==> src/rtl/mips_mem_pkg.sv <==
// -----------------------------------------------------------------------------
// mips_mem_pkg
// Definitions shared by the data memory arbiter and its round-robin picker:
// arbiter FSM state encoding and requester port identifiers.
//
// Contents:
//   arb_state_e  - arbiter FSM states (ST_IDLE, ST_ACCESS)
//   PORT_CPU     - port id of the CPU load/store stage (port 0)
//   PORT_LOADER  - port id of the program/debug loader (port 1)
//   burst_width  - width needed to count 0..max_burst
// -----------------------------------------------------------------------------
package mips_mem_pkg;

   typedef enum logic {
      ST_IDLE   = 1'b0,
      ST_ACCESS = 1'b1
   } arb_state_e;

   localparam logic PORT_CPU    = 1'b0;
   localparam logic PORT_LOADER = 1'b1;

   // Counter width able to hold every value from 0 up to max_burst inclusive.
   function automatic int burst_width(input int max_burst);
      return $clog2(max_burst + 1);
   endfunction

endpackage : mips_mem_pkg

==> src/rtl/round_robin_picker.sv <==
// -----------------------------------------------------------------------------
// round_robin_picker
// Combinational winner selection for the two-port data memory arbiter.
// A lone requester always wins. When both request, the port granted last keeps
// the memory while its run of consecutive grants is still below MAX_BURST;
// otherwise the other port takes over.
//
// Ports:
//   req_0, req_1   in   access requests from port 0 / port 1
//   last_port      in   port id of the most recent grant
//   burst_count    in   consecutive grants already given to last_port
//   valid          out  at least one port is requesting
//   winner         out  port id that should be granted
// -----------------------------------------------------------------------------
module round_robin_picker
   import mips_mem_pkg::*;
#(
   parameter int MAX_BURST = 4,
   parameter int BURST_W   = 3
) (
   input  logic               req_0,
   input  logic               req_1,
   input  logic               last_port,
   input  logic [BURST_W-1:0] burst_count,
   output logic               valid,
   output logic               winner
);

   localparam logic [BURST_W-1:0] BURST_MAX_C = BURST_W'(MAX_BURST);

   logic keep_last_s;

   // Winner selection; a zero burst count means nothing has been granted since
   // reset, so the reset value of last_port (loader) yields the tie to the CPU.
   always_comb begin
      keep_last_s = (burst_count != '0) && (burst_count < BURST_MAX_C);
      valid       = req_0 | req_1;
      winner      = PORT_CPU;
      if (req_0 && req_1) begin
         if (keep_last_s) begin
            winner = last_port;
         end else begin
            winner = ~last_port;
         end
      end else if (req_1) begin
         winner = PORT_LOADER;
      end else begin
         winner = PORT_CPU;
      end
   end

endmodule : round_robin_picker

==> src/rtl/data_memory_arbiter.sv <==
// -----------------------------------------------------------------------------
// data_memory_arbiter
// Shares one single-ported, combinationally-read data memory between the CPU
// load/store stage (port 0) and the program/debug loader (port 1). Every
// transaction takes two cycles: an IDLE cycle in which the request is sampled
// and latched, then an ACCESS cycle in which the memory is driven from the
// latch and the owner's ack is high. Reads land in the owner's read_data
// register at the edge that ends ACCESS; writes commit in memory at that edge.
//
// Ports:
//   clock, reset                      rising-edge clock, async active-high reset
//   req_x, write_enable_x,
//   address_x, write_data_x           request channel of port x (0 = CPU,
//                                     1 = loader); held until ack
//   ack_x                             high during port x's ACCESS cycle
//   read_data_x                       last read result returned to port x
//   mem_address, mem_write_data,
//   mem_write_enable                  drive the data memory (zero while idle)
//   mem_read_data                     combinational read data from memory
//   busy                              high during ACCESS
// -----------------------------------------------------------------------------
module data_memory_arbiter
   import mips_mem_pkg::*;
#(
   parameter int DATA_WIDTH = 32,
   parameter int ADDR_WIDTH = 32,
   parameter int MAX_BURST  = 4
) (
   input  logic                  clock,
   input  logic                  reset,
   input  logic                  req_0,
   input  logic                  req_1,
   input  logic                  write_enable_0,
   input  logic                  write_enable_1,
   input  logic [ADDR_WIDTH-1:0] address_0,
   input  logic [ADDR_WIDTH-1:0] address_1,
   input  logic [DATA_WIDTH-1:0] write_data_0,
   input  logic [DATA_WIDTH-1:0] write_data_1,
   output logic                  ack_0,
   output logic                  ack_1,
   output logic [DATA_WIDTH-1:0] read_data_0,
   output logic [DATA_WIDTH-1:0] read_data_1,
   output logic [ADDR_WIDTH-1:0] mem_address,
   output logic [DATA_WIDTH-1:0] mem_write_data,
   output logic                  mem_write_enable,
   input  logic [DATA_WIDTH-1:0] mem_read_data,
   output logic                  busy
);

   localparam int                 BURST_W     = burst_width(MAX_BURST);
   localparam logic [BURST_W-1:0] BURST_MAX_C = BURST_W'(MAX_BURST);
   localparam logic [BURST_W-1:0] BURST_ONE_C = BURST_W'(1);

   arb_state_e            state_q,  state_d;
   logic                  owner_q,  owner_d;
   logic                  last_q,   last_d;
   logic [BURST_W-1:0]    burst_q,  burst_d;
   logic [ADDR_WIDTH-1:0] addr_q,   addr_d;
   logic [DATA_WIDTH-1:0] wdata_q,  wdata_d;
   logic                  we_q,     we_d;
   logic [DATA_WIDTH-1:0] rdata0_q, rdata0_d;
   logic [DATA_WIDTH-1:0] rdata1_q, rdata1_d;

   logic pick_valid_s;
   logic pick_winner_s;

   round_robin_picker #(
      .MAX_BURST (MAX_BURST),
      .BURST_W   (BURST_W)
   ) u_picker (
      .req_0       (req_0),
      .req_1       (req_1),
      .last_port   (last_q),
      .burst_count (burst_q),
      .valid       (pick_valid_s),
      .winner      (pick_winner_s)
   );

   // Next-state logic: grant and latch in IDLE, retire the access in ACCESS.
   always_comb begin
      state_d  = state_q;
      owner_d  = owner_q;
      last_d   = last_q;
      burst_d  = burst_q;
      addr_d   = addr_q;
      wdata_d  = wdata_q;
      we_d     = we_q;
      rdata0_d = rdata0_q;
      rdata1_d = rdata1_q;
      case (state_q)
         ST_IDLE: begin
            if (pick_valid_s) begin
               state_d = ST_ACCESS;
               owner_d = pick_winner_s;
               last_d  = pick_winner_s;
               if (pick_winner_s == PORT_LOADER) begin
                  addr_d  = address_1;
                  wdata_d = write_data_1;
                  we_d    = write_enable_1;
               end else begin
                  addr_d  = address_0;
                  wdata_d = write_data_0;
                  we_d    = write_enable_0;
               end
               // Run length restarts on a port change and saturates otherwise.
               if (pick_winner_s != last_q) begin
                  burst_d = BURST_ONE_C;
               end else if (burst_q < BURST_MAX_C) begin
                  burst_d = burst_q + BURST_ONE_C;
               end else begin
                  burst_d = burst_q;
               end
            end else begin
               state_d = ST_IDLE;
            end
         end
         ST_ACCESS: begin
            state_d = ST_IDLE;
            if (!we_q) begin
               if (owner_q == PORT_LOADER) begin
                  rdata1_d = mem_read_data;
               end else begin
                  rdata0_d = mem_read_data;
               end
            end else begin
               rdata0_d = rdata0_q;
               rdata1_d = rdata1_q;
            end
         end
         default: begin
            state_d = ST_IDLE;
         end
      endcase
   end

   // State, request latch, grant history and read data registers.
   always_ff @(posedge clock or posedge reset) begin
      if (reset) begin
         state_q  <= ST_IDLE;
         owner_q  <= PORT_CPU;
         last_q   <= PORT_LOADER;
         burst_q  <= '0;
         addr_q   <= '0;
         wdata_q  <= '0;
         we_q     <= 1'b0;
         rdata0_q <= '0;
         rdata1_q <= '0;
      end else begin
         state_q  <= state_d;
         owner_q  <= owner_d;
         last_q   <= last_d;
         burst_q  <= burst_d;
         addr_q   <= addr_d;
         wdata_q  <= wdata_d;
         we_q     <= we_d;
         rdata0_q <= rdata0_d;
         rdata1_q <= rdata1_d;
      end
   end

   // Output decode from registered state; the async reset clears state_q at
   // once, so ack and mem_write_enable fall together with reset.
   always_comb begin
      ack_0            = 1'b0;
      ack_1            = 1'b0;
      busy             = 1'b0;
      mem_address      = '0;
      mem_write_data   = '0;
      mem_write_enable = 1'b0;
      if (state_q == ST_ACCESS) begin
         busy             = 1'b1;
         ack_0            = (owner_q == PORT_CPU);
         ack_1            = (owner_q == PORT_LOADER);
         mem_address      = addr_q;
         mem_write_data   = wdata_q;
         mem_write_enable = we_q;
      end else begin
         busy             = 1'b0;
         mem_address      = '0;
         mem_write_data   = '0;
         mem_write_enable = 1'b0;
      end
   end

   assign read_data_0 = rdata0_q;
   assign read_data_1 = rdata1_q;

endmodule : data_memory_arbiter

==> config.mk <==
export PLATFORM = sky130hd
export DESIGN_NAME = data_memory_arbiter
export DESIGN_NICKNAME = d
export VERILOG_FILES = /design/src/rtl/mips_mem_pkg.sv /design/src/rtl/round_robin_picker.sv /design/src/rtl/data_memory_arbiter.sv
export SDC_FILE = /design/constraint.sdc
export NUM_CORES = 1
export LEC_CHECK = 0
export ABC_AREA = 0
export BUFFER_PORTS_ARGS = -buffer_cell sky130_fd_sc_hd__buf_2
export CAP_MARGIN = 40
export CELL_PAD_IN_SITES_DETAIL_PLACEMENT = 1
export CELL_PAD_IN_SITES_GLOBAL_PLACEMENT = 1
export CORE_MARGIN = 3
export CORE_UTILIZATION = 30
export CTS_CLUSTER_SIZE = 40
export DETAILED_ROUTE_END_ITERATION = 7
export PLACE_DENSITY = 0.71
export SYNTH_ARGS = -nofsm -noshare
export SYNTH_HDL_FRONTEND = slang
export SYNTH_HIERARCHICAL = 1
export SYNTH_SLANG_ARGS = --single-unit
==> constraint.sdc <==
create_clock -name clock -period 5.5 [get_ports clock]
set_input_delay 0.275 -clock clock [delete_from_list [all_inputs] [get_ports clock]]
set_output_delay 0.275 -clock clock [all_outputs]
set_load 0.1 [all_outputs]
## Yosys cells after proc, flatten, opt, wreduce, memory -nomap -nowiden

Cells that the tools add are included.

| operators by class | value |
|---|---|
| $add $sub $neg | 1 |
| magnitude comparators | 1 |
| eq/ne operators | 1 |
| mux-type cells | 16 |
| bitwise operators | 5 |
| reduce and logical (&&, ||, !) cells | 8 |

Operator list:

| cell | count |
|---|---|
| 32-bit two-way mux | 4 |
| 1-bit two-way mux | 9 |
| 3-bit AND reduction | 3 |
| 3-bit two-way mux | 2 |
| 1-bit NOT | 4 |
| 3-bit by 1-bit adder with 3-bit output (second input constant) | 1 |
| 3-bit less-than comparator (second input constant) | 1 |
| 3-bit nonzero test | 1 |
| 1-bit logical AND | 2 |
| 1-bit one-hot mux with 2 select lines | 1 |
| 2-bit AND reduction | 1 |
| 2-bit nonzero test | 1 |
| 1-bit != test | 1 |
| 1-bit OR | 1 |

| word-level totals | value |
|---|---|
| flip-flop bits (word level) | 135 |
| output and inout port bits | 132 |
| logic and storage cells | 41 |

## Depth between registers and ports, before layout

Gate-level depths: netlist of the first run.

| logic depth | value |
|---|---|
| depth in word-level cells | 7 |
| gate-level depth with buffers | 8 |

## Hierarchy

Netlist of the first run, hierarchy kept.

By module, submodules not included:

| module | times used | cells each | area each (um^2) | sequential area each (um^2) |
|---|---|---|---|---|
| data_memory_arbiter | 1 | 519 | 6073.3 | 3379.5 |
| round_robin_picker | 1 | 4 | 33.8 | 0.0 |

## Worst setup path after synthesis of the first run

OpenSTA, ideal clock, no wires.

| timing | value |
|---|---|
| path kind | flip-flop to output port |
| start | reg state_q |
| end | out ack_0 |
| arrival time | 2.648 ns |
| data required time | 5.225 ns |
| setup slack | 2.577 ns |
| cell stages (with the launch flop) | 3 |
| path buffers | 1 |
| cells stage by stage | dfrtp_1 > clkbuf_1 > nor2b_1 |

| on the way | value |
|---|---|
| cells in the longest elaborated chain, start to end | 1 |

Ends and longest elaborated chain:

| element | line | source |
|---|---|---|
| start: declaration | data_memory_arbiter.sv:54 | `arb_state_e state_q, state_d;` |
| start signal: assignment | data_memory_arbiter.sv:149 | `state_q <= state_d;` |
| 1-bit two-way mux | data_memory_arbiter.sv:170 | `if (state_q == ST_ACCESS) begin` |
| end: declaration | data_memory_arbiter.sv:39 | `output logic ack_0,` |

Every way passes these cells.

## Worst setup path after layout of the first run

| timing | value |
|---|---|
| start | reg state_q |
| end | out mem_address[0] |

| on the way | value |
|---|---|
| cells in the longest elaborated chain, start to end | 1 |

Ends and longest elaborated chain:

| element | line | source |
|---|---|---|
| 32-bit two-way mux | data_memory_arbiter.sv:170 |  |
| end: declaration | data_memory_arbiter.sv:43 | `output logic [ADDR_WIDTH-1:0] mem_address,` |

Every way passes these cells.

==> flow_summary.ini, run 1 <==
[status]
status = finished clean

[placed_design]
place.gp.congestion = 0.727
io_buffers = 297
dp_hpwl_mm = 13.1

[worst_hold_path]
min-delay-start = mem_read_data[12]
hold_depth = 2
hold_path_end = read_data_1[12]$_DFFE_PP0P_
hp-class = input pin to register

[setup_path]
critical_path.max_stage_delay_ns = 0.49
critPathKind = register to primary output
crit_start = state_q$_DFF_PP0_
crit_path_end_kind = primary output
required_ns = 5.22
crit_chain = buf_4 > and2_1 > buf_2
crit_buf_inv = 2
slowest_stage = buf_4
start_kind = register
r2r_slack_ns = 3.41
r2r_start = state_q$_DFF_PP0_
worstPathMaxFanout = 70
r2r_end = read_data_0[6]$_DFFE_PP0P_
critPathTopFamily = buffers and inverters
reg2reg_depth = 4
arrival_ns = 1.94

[grt]
grt_pass1_wl_mm = 27.7
grt_start_max_net_pins = 75
grt_overflow = 0
grt_pass1_vias = 5213
grt_use_total_pct = 15.8
antenna_found_initial = 1

[sta]
slew_viol_final = 0
fmax_ghz = 0.451
finalHoldViolations = 0
fin_crit_sh_pct = 40.3
fin_crit_ns = 2.22
setup_tns_ns = 0
skew_ns = 0.0120
grt_setup_unrepaired = false
setup_violations = 0
tightest_slew_ns = 0.691
max_slew_margin_pct = 53.9

[yosys]
syn_inst = 523
yosys_warnings = 6
ys_ff_latch = 135
syn-cell-area_sq_um = 6110
synth.distinct_cells = 28
syn_nets = 690
ys_seq_area_share_pct = 55.3
synth_area_per_cell_sq_um = 11.7

[clock_tree]
clk_path_buf_depth = 2
clkLatencyLatePin_ns = 0.41
cts_made_buffers = 17
clockRootBuffer = clkbuf_16
cts_tree = yes
post-cts-setup-buffers = 0
cts_resized = 0
cts_sinks = 135
clk_pin_slew_ns = 0.06
htree_levels = 4

[finish]
fill_cells = 2284
synthToLayoutAreaGrowth_pct = 38.0
layout.nets = 979
drive_gt1_share_pct = 49.3

[drt]
wl_per_cell_um = 16.1
drcViolationCount = 0
antenna_left = 0
via_count = 4825
post_drt_via_cell_ratio = 4.42
firstDrtPassIters = 3
first_iter_violations = 152
wl_mm = 17.5

[die]
floorplan.rows = 51
die_area_sq_um = 22100
fp.coreArea_sq_um = 19700
pin_count = 298
die_h_um = 149
die_width_um = 149
start_util_pct = 31.0

[flow_run]
maxCapViolations = 0
cells in the mapped netlist:
cell      number  share of area [%]
dfrtp_1      134                 55
nand2_1       71                4.4
and2_1        67                6.9
mux2i_1       65                 11
mux2_2        62                 11
o21ai_0       58                4.8
buf_2         13                1.1
clkbuf_1      13               0.80
o21ai_1        8               0.66
buf_4          7               0.86
buf_6          3               0.55
inv_1          3               0.18
a21oi_1        2               0.16
mux2_1         2               0.37
o31ai_1        2               0.25
a21boi_1       1               0.12
a31oi_1        1               0.10
dfstp_2        1               0.43
ha_1           1               0.20
nand2b_1       1               0.10
nand3b_1       1               0.12
nor2_1         1              0.061
nor2b_1        1               0.10
nor3b_4        1               0.31
o21bai_2       1               0.18
or2_2          1               0.10
xnor2_1        1               0.14
xor2_1         1               0.14
layout make-up:
cell class	count	area, sq um	share of cell area (%)
inverter	3	16.3	0.193
tap	265	332	3.94
sequential	135	3380	40.1
clock buffer	18	439	5.21
timing repair buffer	306	1590	18.9
clock inverter	14	126	1.50
antenna	1	2.50	0.0297
multi-input combinational	349	2530	30.1
layer usage:
metal / track usage (%) / wire [um] / share of wire (%) / vias up
li1: - / - / - / 2357
met2: 27.5 / 8750 / 50 / 175
met1: 18.7 / 7120 / 41 / 2270
met3: 4.94 / 1320 / 7.6 / 21
met4: 5.13 / 299 / 1.7 / 2
met5: 0 / 19 / 0.11 / -
worst reg2reg max path: stages, from the launching register on:
cell and delay [ns]:
dfrtp_2 0.35, buf_4 0.49, nor3b_4 0.29, buf_4 0.42
mux2_2 0.42
cell usage in the layout (no fill, tap or decap), types with 2 or more instances in the layout:
| master | Yosys | final |
|---|---|---|
| inv_1 | 3 | 2 |
| o31ai_1 | 2 | 2 |
| clkbuf_16 | 0 | 17 |
| a21oi_1 | 2 | 2 |
| mux2_2 | 62 | 62 |
| o21ai_1 | 8 | 8 |
| mux2_1 | 2 | 2 |
| nand2_1 | 71 | 71 |
| buf_4 | 7 | 5 |
| clkinv_4 | 0 | 5 |
| and2_1 | 67 | 67 |
| inv_6 | 0 | 7 |
| o21ai_0 | 58 | 58 |
| dfrtp_1 | 134 | 133 |
| inv_8 | 0 | 2 |
| buf_2 | 13 | 297 |
| mux2i_1 | 65 | 65 |
| buf_12 | 0 | 3 |
kinds of logic after synthesis:
logic type      share of synthesized area, %
buf+inv                                 3.46
xor+xnor                               0.287
compound gates                          6.23
mux                                     22.5
simple gates                            12.0
flops                                   55.3
fa+ha+maj                              0.205
worst max-delay path by stage:
| stage | endpoint | slack [ns] | cells after the start |
|---|---|---|---|
| 3_5_place_dp | addr_q[15]$_DFFE_PP0P_ | 3.20 | 5 |
| 4_1_cts | mem_address[0] | 3.20 | 3 |
| 5_1_grt | mem_address[28] | 3.12 | 3 |
| 3_3_place_gp | addr_q[24]$_DFFE_PP0P_ | 3.03 | 6 |
| 6_report | mem_address[0] | 3.28 | 3 |
| 2_1_floorplan | addr_q[0]$_DFFE_PP0P_ | 1.62 | 1 |
per-stage QoR:
stage | utilization [%] | setup WS (ns) | instance area [sq um] | hold slack, ns | cells
3_5_place_dp | 39.8 | 3.20 | 7850 | 0.420 | 1057
5_1_grt | 42.7 | 3.12 | 8420 | 0.0695 | 1090
6_report | 42.7 | 3.28 | 8430 | 0.108 | 1091
3_3_place_gp | 39.6 | 3.03 | 7810 | 0.416 | 1055
4_1_cts | 42.7 | 3.20 | 8420 | 0.0802 | 1090
2_1_floorplan | - | 1.62 | 6110 | 0.410 | 523
sequential cells by signal, indices dropped and copies added (netlist names):
name         flops
addr_q          32
read_data_0     32
read_data_1     32
wdata_q         32
burst_q          3
last_q           1
owner_q          1
state_q          1
we_q             1
timing repair:
action | CTS | global route
hold endpoints to repair | 67 | 0
hold buffers | 1 | 0
setup endpoints to repair | 0 | 0
Power of run 1 is not shown: default switching activity piles up to over one toggle a cycle in this logic, so the estimate is an artifact.
==> run 2, diff against run 1 <==
--- a/config.mk
+++ b/config.mk
@@ -5,16 +5,16 @@
 export SDC_FILE = /design/constraint.sdc
 export NUM_CORES = 1
 export LEC_CHECK = 0
-export ABC_AREA = 0
+export ABC_AREA = 1
 export BUFFER_PORTS_ARGS = -buffer_cell sky130_fd_sc_hd__buf_2
 export CAP_MARGIN = 40
 export CELL_PAD_IN_SITES_DETAIL_PLACEMENT = 1
 export CELL_PAD_IN_SITES_GLOBAL_PLACEMENT = 1
 export CORE_MARGIN = 3
-export CORE_UTILIZATION = 30
+export CORE_UTILIZATION = 29
 export CTS_CLUSTER_SIZE = 40
 export DETAILED_ROUTE_END_ITERATION = 7
-export PLACE_DENSITY = 0.71
+export PLACE_DENSITY = 0.77
 export SYNTH_ARGS = -nofsm -noshare
 export SYNTH_HDL_FRONTEND = slang
 export SYNTH_HIERARCHICAL = 1
==> constraint.sdc (replaced) <==
create_clock -name clock -period 1.85 [get_ports clock]
set_input_delay 0.0925 -clock clock [delete_from_list [all_inputs] [get_ports clock]]
set_output_delay 0.0925 -clock clock [all_outputs]
set_load 0.1 [all_outputs]
==> flow_summary.ini, run 2 <==
[yosys]
synth_top_area_share_pct = 54.7
syn-cell-area_sq_um = 6130
ys_ff_latch = 135
yosys_warnings = 6
synth-main-ff-cell = dfrtp_1
synth.distinct_cells = 18
async_reset_ff_share_pct = 100
synth_largest_area_cell = dfrtp_1
synth-edff-count = 0
syn_nets = 952
ys_seq_area_share_pct = 55.1
synth_top_cells_by_count = 217 x nand2_1, 134 x dfrtp_1, 124 x o21ai_1, 111 x inv_1, 72 x o21ai_0
synth.most_common_cell = nand2_1
syn_inst = 785
synth.area.top_cells = dfrtp_1 55%, nand2_1 13%, o21ai_1 10%
synth_area_per_cell_sq_um = 7.81

[die]
fp.coreArea_sq_um = 20500
floorplan.rows = 52
die_width_um = 151
die_area_sq_um = 22900
die_h_um = 151
start_util_pct = 29.9
pin_count = 298

[placed_design]
preCtsSetupSlack_ns = 0.219
place.gp.congestion = 0.827
io_buffers = 297
dp_hpwl_mm = 16.3

[setup_path]
r2r_slack_ns = 0.15
crit_path_end_kind = primary output
worstPathMaxFanout = 40
start_kind = register
required_ns = 1.76
crit_start = state_q$_DFF_PP0_
r2r_start = last_q$_DFFE_PP1P_
critPathKind = register to primary output
arrival_ns = 1.66

[clock_tree]
clk_path_buf_depth = 2
clockRootBuffer = clkbuf_16
clk_pin_slew_ns = 0.07
cts_tree = yes
cts_sinks = 135
clkLatencyLatePin_ns = 0.42
cts_made_buffers = 17
htree_levels = 4
post-cts-setup-buffers = 0

[sta]
fin_crit_sh_pct = 94.5
postLayoutSetupSlackWorst_ns = 0.102
fmax_ghz = 0.572
grt_setup_unrepaired = false
setup_violations = 0
fin_crit_ns = 1.75
max_slew_margin_pct = 53.4
slew_viol_final = 0
finalHoldViolations = 0
tightest_slew_ns = 0.699
skew_ns = 0.00941

[grt]
grt_pass1_wl_mm = 44.9
grt_pass1_vias = 8279
antenna_found_initial = 6
grt_overflow = 0
grt_start_max_net_pins = 65
grt_use_total_pct = 25.6

[drt]
drcViolationCount = 0
wl_mm = 29.8
firstDrtPassIters = 4
antenna_left = 0
first_iter_violations = 276
via_count = 7291
post_drt_via_cell_ratio = 4.81
wl_per_cell_um = 19.6

[pwr]
leakage_nw = 5.48
peakVddDrop_mv = 0.753
total_power_mw = 20.0
pwr_density_cell_nw_per_um2 = 1760

[finish]
final_core_util_pct = 55.4
drive_gt1_share_pct = 32.9
final_cell_mix = 229 x buf_2, 214 x nand2_1, 159 x dlygate4sd3_1
final_common_cell = buf_2
synthToLayoutAreaGrowth_pct = 85.1
layout.nets = 1394

[status]
status = finished clean

[worst_hold_path]
hp-class = input pin to register
min-delay-start = address_0[6]

[flow_run]
maxCapViolations = 0
-- run 2: logic make-up (layout without fill, tap and decap cells) --
group	Yosys count	after routing	share of synthesized area, %
other	0	6	0
adders and majority gates	1	1	0.204
DFF	135	135	55.1
buffers and inverters	161	616	10.5
AOI/OAI and AO/OA	196	196	16.0
and+or+nand+nor	292	292	18.2
-- run 2: final timing paths --
kind | depth (start not counted) | to
min in group asynchronous | 3 | wdata_q[18]$_DFFE_PP0P_
min reg2reg | 2 | read_data_1[26]$_DFFE_PP0P_
max reg2reg | 9 | addr_q[30]$_DFFE_PP0P_
max | 4 | mem_address[29]
max in group asynchronous | 4 | read_data_0[30]$_DFFE_PP0P_
min | 3 | addr_q[6]$_DFFE_PP0P_
-- run 2: power breakdown --
part | internal [mW] | switching (mW)
clock network | 1.78 | 1.51
logic | 2.58 | 9.40
registers | 4.06 | 0.712
total | 8.41 | 11.6
-- run 2: layout make-up --
class                   instances  area (sq um)
diodes                          6          15.0
clock inverters                15           135
well taps                     270           338
inverters                     114           623
multi-input cells             489          2140
clock buffers                  17           425
repair buffers                470          4300
fillers                      2377          9140
flip-flops and latches        135          3380
-- run 2: per-layer routing --
metal	vias up	track usage, %	wire, um
met5	-	0	13
met4	2	12.8	1240
met3	81	6.79	2110
met2	322	46.7	15600
met1	3562	26.9	10800
li1	3324	-	-
-- run 2: worst max-delay path, cell delays in order, from the launching register on --
cell and delay (ns):
dfrtp_2 0.46, buf_8 0.30, nand2_1 0.17, clkinvlp_4 0.13
buf_12 0.17
-- run 2: timing repair --
item,4_1_cts,5_1_grt
endpoints found under the hold margin,145,0
hold buffers,159,0
gates resized for setup,1,2
endpoints found under the setup margin,40,18
cloned,0,0
-- run 2: per-stage QoR --
step | hold slack (ns) | std cells | cell area (sq um) | setup TNS, ns
after global placement | 0.146 | 1319 | 9180 | 0
final | 0.0129 | 1516 | 11400 | 0
after CTS | 0.000651 | 1510 | 11300 | 0
after floorplan | 0.242 | 785 | 6410 | -5.26
after detailed placement | 0.147 | 1319 | 9180 | 0
after global routing | 0.0269 | 1515 | 11300 | 0
Note: power is estimated with default switching activity, not from simulation.
==> run 3, diff against run 2 <==
--- a/config.mk
+++ b/config.mk
@@ -11,10 +11,10 @@
 export CELL_PAD_IN_SITES_DETAIL_PLACEMENT = 1
 export CELL_PAD_IN_SITES_GLOBAL_PLACEMENT = 1
 export CORE_MARGIN = 3
-export CORE_UTILIZATION = 29
+export CORE_UTILIZATION = 30
 export CTS_CLUSTER_SIZE = 40
 export DETAILED_ROUTE_END_ITERATION = 7
-export PLACE_DENSITY = 0.77
+export PLACE_DENSITY = 0.76
 export SYNTH_ARGS = -nofsm -noshare
 export SYNTH_HDL_FRONTEND = slang
 export SYNTH_HIERARCHICAL = 1
==> constraint.sdc (replaced) <==
create_clock -name clock -period 1.7 [get_ports clock]
set_input_delay 0.085 -clock clock [delete_from_list [all_inputs] [get_ports clock]]
set_output_delay 0.085 -clock clock [all_outputs]
set_load 0.1 [all_outputs]
==> flow_summary.ini, run 3 (synthesis gave the netlist of run 2 again) <==
[sta]
fin_crit_sh_pct = 100
setup_violations = 1
postLayoutSetupSlackWorst_ns = -0.00185
slew_viol_final = 0
max_slew_margin_pct = 61.3
fin_crit_ns = 1.70
holdWs_ns = 0.00541
grt_setup_unrepaired = true
finalHoldViolations = 0
skew_ns = 0.0129
fmax_ghz = 0.588
tightest_slew_ns = 0.579

[placed_design]
dp_cells = 1322
io_buffers = 297
dp_hpwl_mm = 16.2
place.gp.congestion = 0.778

[status]
status = finished, violations left
failed_checks = negative setup slack

[setup_path]
start_kind = register
r2r_slack_ns = 0.03
arrival_ns = 1.62
critPathKind = register to primary output
r2r_end = addr_q[13]$_DFFE_PP0P_
required_ns = 1.62
r2r_start = burst_q[0]$_DFFE_PP0P_
reg2reg_depth = 9
worstPathMaxFanout = 33
crit_path_end_kind = primary output

[pwr]
power_frac_comb_pct = 59.5
p_int_mw = 9.83
pwr_density_cell_nw_per_um2 = 1930
switching_power_mw = 12.7
clockPowerShare_pct = 17.4
swShare_pct = 56.4
peakVddDrop_mv = 0.717
p_seq_share_pct = 23.0
leakage_nw = 5.49

[die]
die_h_um = 149
pin_count = 298
floorplan.rows = 51
start_util_pct = 31.0
fp.coreArea_sq_um = 19800
die_width_um = 149
die_area_sq_um = 22200

[drt]
firstDrtPassIters = 5
drcViolationCount = 0
wl_mm = 31.3
antenna_left = 0
first_iter_violations = 279
post_drt_via_cell_ratio = 4.86
via_count = 7393
wl_per_cell_um = 20.6

[clock_tree]
cts_sinks = 135
clk_path_buf_depth = 2
clkLatencyLatePin_ns = 0.42
clockRootBuffer = clkbuf_16
clk_pin_slew_ns = 0.07
htree_levels = 4
cts_tree = yes
cts_made_buffers = 17

[grt]
grt_overflow = 0
grt_start_max_net_pins = 65
grt_pass1_vias = 8313
grt_pass1_wl_mm = 46.8
antenna_found_initial = 3
grt_use_total_pct = 27.0

[finish]
final_common_cell = buf_2
fill_cells = 2239
layout.nets = 1409
final_cell_mix = 229 x buf_2, 214 x nand2_1, 160 x dlygate4sd3_1
drive_gt1_share_pct = 35.0
fin_cells = 1521
synthToLayoutAreaGrowth_pct = 90.5

[worst_hold_path]
hp-class = input pin to register
hold_depth = 3
hold_path_end = wdata_q[8]$_DFFE_PP0P_
min-delay-start = write_data_0[8]

[flow_run]
maxCapViolations = 0
## run 3: power groups by stage
stage | clock network [mW] | registers (mW) | logic [mW]
final | 3.93 | 5.18 | 13.4
after global routing | 4.14 | 5.30 | 13.9
after CTS | 3.97 | 5.10 | 13.0
after detailed placement | 0 | 5.12 | 12.6
after global placement | 0 | 5.05 | 12.5
after floorplan | 0 | 10.5 | 4.08
## run 3: timing repair
action,in CTS,in global routing
hold buffers,159,1
buffers inserted,0,2
pin swaps,0,3
endpoints found under the hold margin,146,1
gates cloned,0,4
resized for setup,4,21
setup endpoints to repair,34,74
## run 3: final cells by class
type / count / area, sq um / area share (%)
timing repair buffer: 485 / 4520 / 38.7
sequential: 135 / 3380 / 29.0
multi-input combinational: 489 / 2150 / 18.4
inverter: 114 / 684 / 5.86
clock buffer: 17 / 425 / 3.64
tap: 265 / 332 / 2.84
clock inverter: 12 / 180 / 1.54
antenna: 4 / 10.0 / 0.0857
## run 3: worst max-delay path, cell delays in order (launching register included)
cell,delay [ns]
dfrtp_2,0.51
buf_12,0.23
nand2_1,0.12
clkinvlp_4,0.13
buf_12,0.19
## run 3: how the worst max path moves through the flow
| stage | from | end | slack [ns] | depth (start not counted) |
|---|---|---|---|---|
| 2_1_floorplan | state_q$_DFF_PP0_ | read_data_0[10]$_DFFE_PP0P_ | -0.25 | 6 |
| 3_3_place_gp | last_q$_DFFE_PP1P_ | burst_q[1]$_DFFE_PP0P_ | 0.20 | 10 |
| 3_5_place_dp | last_q$_DFFE_PP1P_ | addr_q[26]$_DFFE_PP0P_ | 0.10 | 9 |
| 4_1_cts | state_q$_DFF_PP0_ | mem_address[26] | 0.03 | 4 |
| 5_1_grt | state_q$_DFF_PP0_ | mem_address[25] | -0.04 | 4 |
| 6_report | state_q$_DFF_PP0_ | mem_address[0] | -0.002 | 4 |
## run 3: per-stage QoR
stage / util, % / area [sq um] / setup TNS (ns) / worst slack (ns) / total power [mW]
CTS: 58.3 / 11500 / 0 / 0.0273 / 22.1
global placement: 47.1 / 9310 / 0 / 0.200 / 17.5
global route: 59.1 / 11700 / -0.356 / -0.0363 / 23.4
floorplan: - / 6420 / -23.60 / -0.245 / 14.6
finish: 59.1 / 11700 / -0.00185 / -0.00185 / 22.5
detailed placement: 47.1 / 9310 / 0 / 0.100 / 17.8
## run 3: per-layer routing
metal | vias up | share of wire, % | GRT usage (%)
met2 | 349 | 51 | 48.2
met3 | 92 | 7.2 | 6.75
met4 | 0 | 4.4 | 12.6
li1 | 3341 | - | -
met5 | - | 0 | 0
met1 | 3611 | 37 | 30.1
